### config.mk
export PLATFORM = sky130hd
export DESIGN_NAME = ram_sync_clr
export DESIGN_NICKNAME = d
export VERILOG_FILES = /design/src/rtl/ram_sync_clr.sv
export SDC_FILE = /design/constraint.sdc
export NUM_CORES = 1
export LEC_CHECK = 0
export ABC_AREA = 1
export BUFFER_PORTS_ARGS = -buffer_cell sky130_fd_sc_hd__buf_2
export CAP_MARGIN = 20
export CORE_AREA = 10 10 87 89
export CTS_CLUSTER_SIZE = 8
export DETAILED_ROUTE_END_ITERATION = 8
export DIE_AREA = 0 0 97 99
export HOLD_SLACK_MARGIN = 0.02
export PLACE_DENSITY_LB_ADDON = 0.08
export RECOVER_POWER = 50
export SYNTH_ARGS = -nofsm -noshare
export SYNTH_HDL_FRONTEND = slang
export SYNTH_SLANG_ARGS = --single-unit
### constraint.sdc
create_clock -name clk -period 2.77 [get_ports clk]
set_input_delay 0.1385 -clock clk [delete_from_list [all_inputs] [get_ports clk]]
set_output_delay 0.1385 -clock clk [all_outputs]
set_load 0.005 [all_outputs]
### src/rtl/ram_sync_clr.sv
// Single-port-write / single-port-read synchronous RAM with a sequential clear engine.
// After reset or a clr pulse, every word is zeroed one per cycle before accesses resume.
module ram_sync_clr #(
  parameter int unsigned AW = 4,
  parameter int unsigned DW = 4
) (
  input  logic          clk,
  input  logic          rst_n,
  input  logic          clr,
  input  logic          we,
  input  logic [AW-1:0] wadr,
  input  logic [DW-1:0] din,
  input  logic          re,
  input  logic [AW-1:0] radr,
  output logic [DW-1:0] dout,
  output logic          dvalid,
  output logic          busy
);

  localparam int unsigned DEPTH = 2**AW;

  typedef enum logic {
    CLEAR = 1'b0,
    READY = 1'b1
  } state_e;

  state_e        state_q, state_d;
  logic [AW-1:0] cnt_q, cnt_d;
  logic [DW-1:0] dout_q, dout_d;
  logic          dvalid_q, dvalid_d;

  logic [DW-1:0] mem [DEPTH];
  logic          mem_we;
  logic [AW-1:0] mem_wa;
  logic [DW-1:0] mem_wd;
  logic [DW-1:0] rd_data;

  // Write-first bypass when reading the word being written this cycle
  assign rd_data = (we && (wadr == radr)) ? din : mem[radr];

  always_comb begin
    state_d  = state_q;
    cnt_d    = cnt_q;
    dout_d   = dout_q;
    dvalid_d = 1'b0;
    mem_we   = 1'b0;
    mem_wa   = wadr;
    mem_wd   = din;
    unique case (state_q)
      CLEAR: begin
        mem_we = 1'b1;
        mem_wa = cnt_q;
        mem_wd = '0;
        if (clr) begin
          cnt_d = '0;
        end else if (cnt_q == AW'(DEPTH - 1)) begin
          state_d = READY;
          cnt_d   = '0;
        end else begin
          cnt_d = cnt_q + AW'(1);
        end
      end
      READY: begin
        if (clr) begin
          state_d = CLEAR;
          cnt_d   = '0;
        end else begin
          mem_we   = we;
          dvalid_d = re;
          if (re) begin
            dout_d = rd_data;
          end
        end
      end
      default: begin
        state_d = CLEAR;
        cnt_d   = '0;
      end
    endcase
  end

  always_ff @(posedge clk or negedge rst_n) begin
    if (!rst_n) begin
      state_q  <= CLEAR;
      cnt_q    <= '0;
      dout_q   <= '0;
      dvalid_q <= 1'b0;
    end else begin
      state_q  <= state_d;
      cnt_q    <= cnt_d;
      dout_q   <= dout_d;
      dvalid_q <= dvalid_d;
    end
  end

  // Storage array: no reset, zeroed only through the CLEAR walk
  always_ff @(posedge clk) begin
    if (mem_we) begin
      mem[mem_wa] <= mem_wd;
    end
  end

  assign dout   = dout_q;
  assign dvalid = dvalid_q;
  assign busy   = (state_q == CLEAR);

endmodule

==> results of run 1 <==
==> metrics by stage <==
step | hold slack (ns) | setup slack, ns | total power, mW
after CTS | 0.137 | 0.513 | 2.44
final | 0.142 | 0.384 | 2.43
after floorplan | -0.157 | 1.05 | 1.41
after global routing | 0.192 | 0.163 | 2.51
after global placement | 0.0106 | 0.615 | 1.46
after detailed placement | 0.0101 | 0.529 | 1.46
==> routing by layer <==
metal / global-route usage, % / up-vias
li1: - / 1266
met1: 21.7 / 1198
met2: 25.0 / 82
met3: 5.17 / 9
met4: 5.22 / 0
met5: 0 / -
==> state kept, by name, indices dropped and copies added (netlist names) <==
signal   flops
mem         64
cnt_q        4
dout         4
dvalid       1
state_q      1
==> path summary, 6_finish.rpt <==
check / endpoint / cells after the start / start / slack, ns
worst min-delay path: dout[1] / 4 / re / 0.14
max in group asynchronous: dout[2] / 2 / rst_n / 2.14
worst max register to register: mem[3][0] / 6 / state_q / 0.38
worst min register to register: dout[3] / 2 / dout[3] / 0.49
worst max-delay path: mem[3][0] / 6 / state_q / 0.38
min in group asynchronous: dout[1] / 2 / rst_n / 0.27
==> where the power goes <==
group	switching [mW]	internal (mW)	total, mW
registers	0.0133	1.23	1.24
clock network	0.390	0.594	0.984
logic	0.134	0.0667	0.201
==> cell type report <==
type	count	area, µm²	share of cell area [%]
Sequential cell	74	2170	54.4
Tap cell	75	93.8	2.35
Clock buffer	10	128	3.19
Timing Repair Buffer	25	129	3.23
Clock inverter	5	104	2.60
Inverter	70	263	6.58
Multi-Input combinational cell	223	1110	27.7
==> cell usage in the layout (no fill, tap or decap), drive strengths merged, types with 10 or more instances in the layout <==
cell type / count
nand2: 119
edfxtp: 64
nor2: 18
dfrtp: 10
clkbuf: 17
inv: 70
nand3: 67
buf: 16
==> worst max-delay path, stage by stage, from the launching register on <==
cell     delay (ns)
dfrtp_1        0.69
inv_1          0.32
nand2_1        0.17
nand2_1        0.12
inv_1          0.09
nand2_1        0.13
nor3_1         0.50
==> logic make-up (layout without fill, tap and decap cells) <==
family | count (synthesis) | in the layout | share of synthesized area [%]
flip-flops | 74 | 74 | 60.1
AO/OA/AOI/OAI | 7 | 7 | 1.18
XOR/XNOR | 2 | 2 | 1.00
adder cells (fa/ha/maj) | 1 | 1 | 0.346
buffers and inverters | 82 | 110 | 9.28
AND/OR/NAND/NOR | 213 | 213 | 28.1
==> repair_timing <==
item	in CTS	in global routing
hold endpoints to repair	11	0
setup endpoints to repair	0	0
gates resized for setup	0	0
hold buffers	2	0
==> run metrics, run 1 <==
TritonCTS Buffers=9; DP Area=about 3800 µm²; MaxCap Viol Count=0; vias=~2,600; H-Tree Level Count=3; drt pass-1 iters=5; synthesized area=3610 µm²; Reg clk slew, reported paths=0.08 ns; first-pass GRT wire length=around 13,000 µm; WL final=~7700 µm; Die H=between 90 and 100 µm; Worst Hold Class=in -> reg; vias in the first global route=between 2,000 and 2,500; Post-synth top cells=108 x nand2_1, 65 x inv_1, 64 x edfxtp_1, 62 x nand3_1, 16 x nor2_1; status=complete, no violations; routability-driven placement congestion ratio=between 0.8 and 0.9; IO Port Bufs=22; Post-Syn Instances=approximately 380; Mapped Nets=just under 400; Finished Cell Area=4000 µm²; period utilisation layout=a little under nine tenths; total track usage=between 10% and 20%; number of flops mapped to enable cells by yosys=64; met1 WL=~3600 µm; Placed Instances=approximately 470; clk sinks=74; CP Max Fanout=14; detailed-placement wirelength estimate=just over 5000 µm; final antenna-violating net count=0; Max-slew headroom=around 57%; Layout Nets=approximately 420; met2 wire len=around 3500 µm; via density per instance=5.30; Worst Setup Path Type=reg -> reg; initial antenna violation count=0; Setup Fix Bufs, Post-CTS=0; Layout Cells excl Fill=482; uppermost layer routed=met4; post-synthesis sequential area ratio=about three fifths; Yosys reg bits=74; Critical Path RT=around 2.8 ns; area grow syn2layout=10.6%; Post-route DRC=0; Distinct cells, synth=28; setup_tns=0 ns; clock root buffer master=clkbuf_8; Core ar.=roughly 6000 µm²; most frequent cell after synthesis=nand2_1; Pleak=~1.8 nW; filler instances=462; RSZ-0062 raised after global routing=no; wire per inst=between 15 and 20 µm; final setup fails=0; die area=about 9600 µm²; CP Launch Type=flip-flop; critical path arrival=2.37 ns; initial core utilization=between 60% and 70%; fmax=around 420 MHz; Worst VDD drop=~500 µV; ys flop type=edfxtp_1; maximum clock path buffer count=2; Ports=23; largest net degree at the start of global routing=34; post-layout min period=between 2 and 2.5 ns; CTS tree=built; clk_skew=~0.0099 ns; Yosys top cell area share=a little over half; Cell Rows=28; PD cells=roughly 610 nW/µm²; yosys warns=0; 1st-iter DRT viols=243; Async SR Flop Fraction=13.5%; Pins Over Slew Limit=0; CP Capture Type=flip-flop; final core utilization=68.3%; die width=a little under 100 µm; Final Hold Vio Count=0; met3 WL post-DR=approximately 520 µm; layout cells sized above 1=between 10 and 15%; cell accounting for the most synthesized area=edfxtp_1; worst-skew pair later-pin latency=0.35 ns; syn avg cell area=9.53 µm²; Least-Margin Pin Slew=between 0.6 and 0.7 ns; grt ovf=0; dominant cells by area after synthesis=edfxtp_1 53%, nand2_1 11%, nand3_1 8.6%, dfrtp_1 6.9%, inv_1 6.8%; n_diodes=0
Power figures use the tool's default switching activity.
==> inputs of run 2 (changes only) <==
==> constraint.sdc (replaced) <==
create_clock -name clk -period 2.85 [get_ports clk]
set_input_delay 0.1425 -clock clk [delete_from_list [all_inputs] [get_ports clk]]
set_output_delay 0.1425 -clock clk [all_outputs]
set_load 0.005 [all_outputs]
==> run 2 against run 1 <==
Compared with the run above:
- largest cell class unchanged
- total power decreased by 6.5%
- flip-flop and latch count did not move
- via count down 1.1%
- first-iteration DRC count grew 9.5%
==> run metrics, run 2 (synthesis gave the netlist of run 1 again) <==
Cell Rows=28 (unchanged); Layout Cells excl Fill=483 (+0.21%); clk_skew=0.00593 ns (-0.00396 ns); critical path arrival=2.37 ns (about the same); CP Capture Type=flip-flop; Worst Hold Class=in -> reg; routability-driven placement congestion ratio=0.860 (about the same); R2R depth=6 (unchanged); TritonCTS Buffers=9 (unchanged); CP Launch Type=flip-flop; GR Util met1=21.6% (-0.047 points); CP max-delay cell=dfrtp_1; Reg clk slew, reported paths=0.08 ns (about the same); Largest register FFs=64 (unchanged); Hold Path End=dout[3]; WHS Path Cells=4 (unchanged); critical hold path startpoint=re; total track usage=16.1% (-0.31 points); Core ar.=5850 µm² (unchanged); Worst R2R End=mem[3][2]; Top cell by count, worst path=nand2_1; filler instances=464 (+0.43%); n_diodes=0 (unchanged); M2 GR Usage=24.0% (-0.98 points); GR Util met3=3.91% (-1.3 points); RR Startpoint=state_q; status=complete, no violations; fmax=419 MHz (-0.12%); commonest non-fill, non-tap cells in the layout=108 x nand2_1, 66 x inv_1, 64 x edfxtp_1, 62 x nand3_1, 16 x nor2_1; Critical Path RT=2.83 ns (+0.07 ns); Switching Share=22.8% (+0.67 points); initial antenna violation count=0 (unchanged); 1st-iter DRT viols=266 (+9.5%); CTS tree=built; post-layout min period=2.39 ns (+0.00288 ns); Most flops, register=mem; vias in the first global route=2,376 (-2.6%); drt pass-1 iters=4 (-1); die width=97 µm (unchanged); MaxCap Viol Count=0 (unchanged); WL final=7590 µm (-1.9%); Ports=23 (unchanged); IO Port Bufs=22 (unchanged); commonest non-fill, non-tap cell in the layout=nand2_1; Least-Margin Pin Slew=0.643 ns (+0.00335 ns); detailed-placement wirelength estimate=5100 µm (-0.89%); Multi-input gate area=1110 µm² (unchanged); worst-skew pair later-pin latency=0.34 ns (about the same); PD cells=571 nW/µm² (-6.0%); period utilisation layout=83.8% (-2.3 points); layout cells sized above 1=13.5% (-0.033 points); Max-slew headroom=57.1% (-0.22 points); part of the power in registers=53.2% (+2.0 points); initial core utilization=61.8% (unchanged); Worst Setup Path Type=reg -> reg; Placed Instances=465 (unchanged); Psw=518 µW (-3.7%); final antenna-violating net count=0 (unchanged); area grow syn2layout=9.97%; Final Hold Vio Count=0 (unchanged); crit-path cells=inv_1 -> nand2_1 -> nand2_1 -> inv_1 -> nand2_1 -> nor3_1; internal power=1.75 mW (-7.3%); vias=2,527 (-1.1%); CP Max Fanout=14 (unchanged); clk sinks=74 (unchanged); PostCTS Resize Cnt=0 (unchanged); final setup fails=0 (unchanged); first-pass GRT wire length=12,200 µm (-2.6%); clock root buffer master=clkbuf_8; storage element area=2170 µm² (unchanged); largest net degree at the start of global routing=34 (unchanged); Post-route DRC=0 (unchanged); wire per inst=15.7 µm (-2.1%); Gate power share=8.6% (+0.3 points); RSZ-0062 raised after global routing=no; Clock Power Share=38.2% (-2.4 points); maximum clock path buffer count=2 (unchanged); Pins Over Slew Limit=0 (unchanged); grt ovf=0 (unchanged); via density per instance=5.23 (-1.3%); flop2flop setup slack=0.46 ns (+0.08 ns); H-Tree Level Count=3 (unchanged); Pleak=1.80 nW (-0.50%); die area=9600 µm² (unchanged); Most Crowded Layer GR=met2; Layout Nets=421 (unchanged); Worst VDD drop=509 µV (+1.8%); Die H=99 µm (unchanged); setup_tns=0 ns (unchanged); Crit path largest cell delay=0.69 ns (about the same)
## run 2: cell count changes in the layout (fill, tap and decap cells not counted), sizes merged
cell    delta
clkinv     +1
clkbuf     +1
bufinv     -1
## run 2: per-stage QoR
stage	setup slack [ns]	hold slack, ns	utilization (%)	total power, mW	cell area, µm²
2_1_floorplan	1.13	-0.153	-	1.37	3610
5_1_grt	0.254	0.191	67.9	2.35	3970
3_5_place_dp	0.607	0.0133	64.1	1.42	3750
4_1_cts	0.581	0.134	68.1	2.29	3980
3_3_place_gp	0.695	0.0146	64.1	1.42	3750
6_report	0.461	0.144	67.9	2.27	3970
## run 2: final cells by class
class / instances / area share (%)
flip-flops and latches: 74 / 54.7
multi-input cells: 223 / 27.8
inverters: 70 / 6.61
clock buffers: 11 / 3.31
repair buffers: 25 / 3.24
well taps: 75 / 2.36
clock inverters: 5 / 1.98
## run 2: worst max-delay path, delay by kind of cell, from the launching register on
| kind | cells | cell delay [ns] |
|---|---|---|
| simple gates | 4 | 0.95 |
| flops | 1 | 0.69 |
| buf+inv | 2 | 0.39 |
## run 2: worst max-delay path by stage
stage | from | end | slack [ns] | cells past startpoint
floorplan | state_q | mem[0][0] | 1.13 | 5
global placement | state_q | mem[3][2] | 0.70 | 6
detailed placement | state_q | mem[3][2] | 0.61 | 6
CTS | state_q | mem[3][2] | 0.58 | 6
global route | state_q | mem[3][2] | 0.25 | 6
finish | state_q | mem[3][2] | 0.46 | 6
## run 2: metal layers
metal  wire length, µm  vias to the layer above
met4               104                        0
met3               515                       10
li1                  -                     1263
met1              3450                     1177
met5                 0                        -
met2              3530                       77
## run 2: power groups by stage
stage               sequential (mW)  clock (mW)  combinational, mW
finish                         1.21       0.867              0.196
CTS                            1.21       0.883              0.197
global placement               1.23           0              0.191
global route                   1.21       0.923              0.220
detailed placement             1.23           0              0.193
floorplan                      1.23           0              0.141
## run 2: timing repair
item                                   in CTS  in global routing
buffers inserted                            0                  0
hold buffers                                2                  0
endpoints found under the hold margin      11                  0
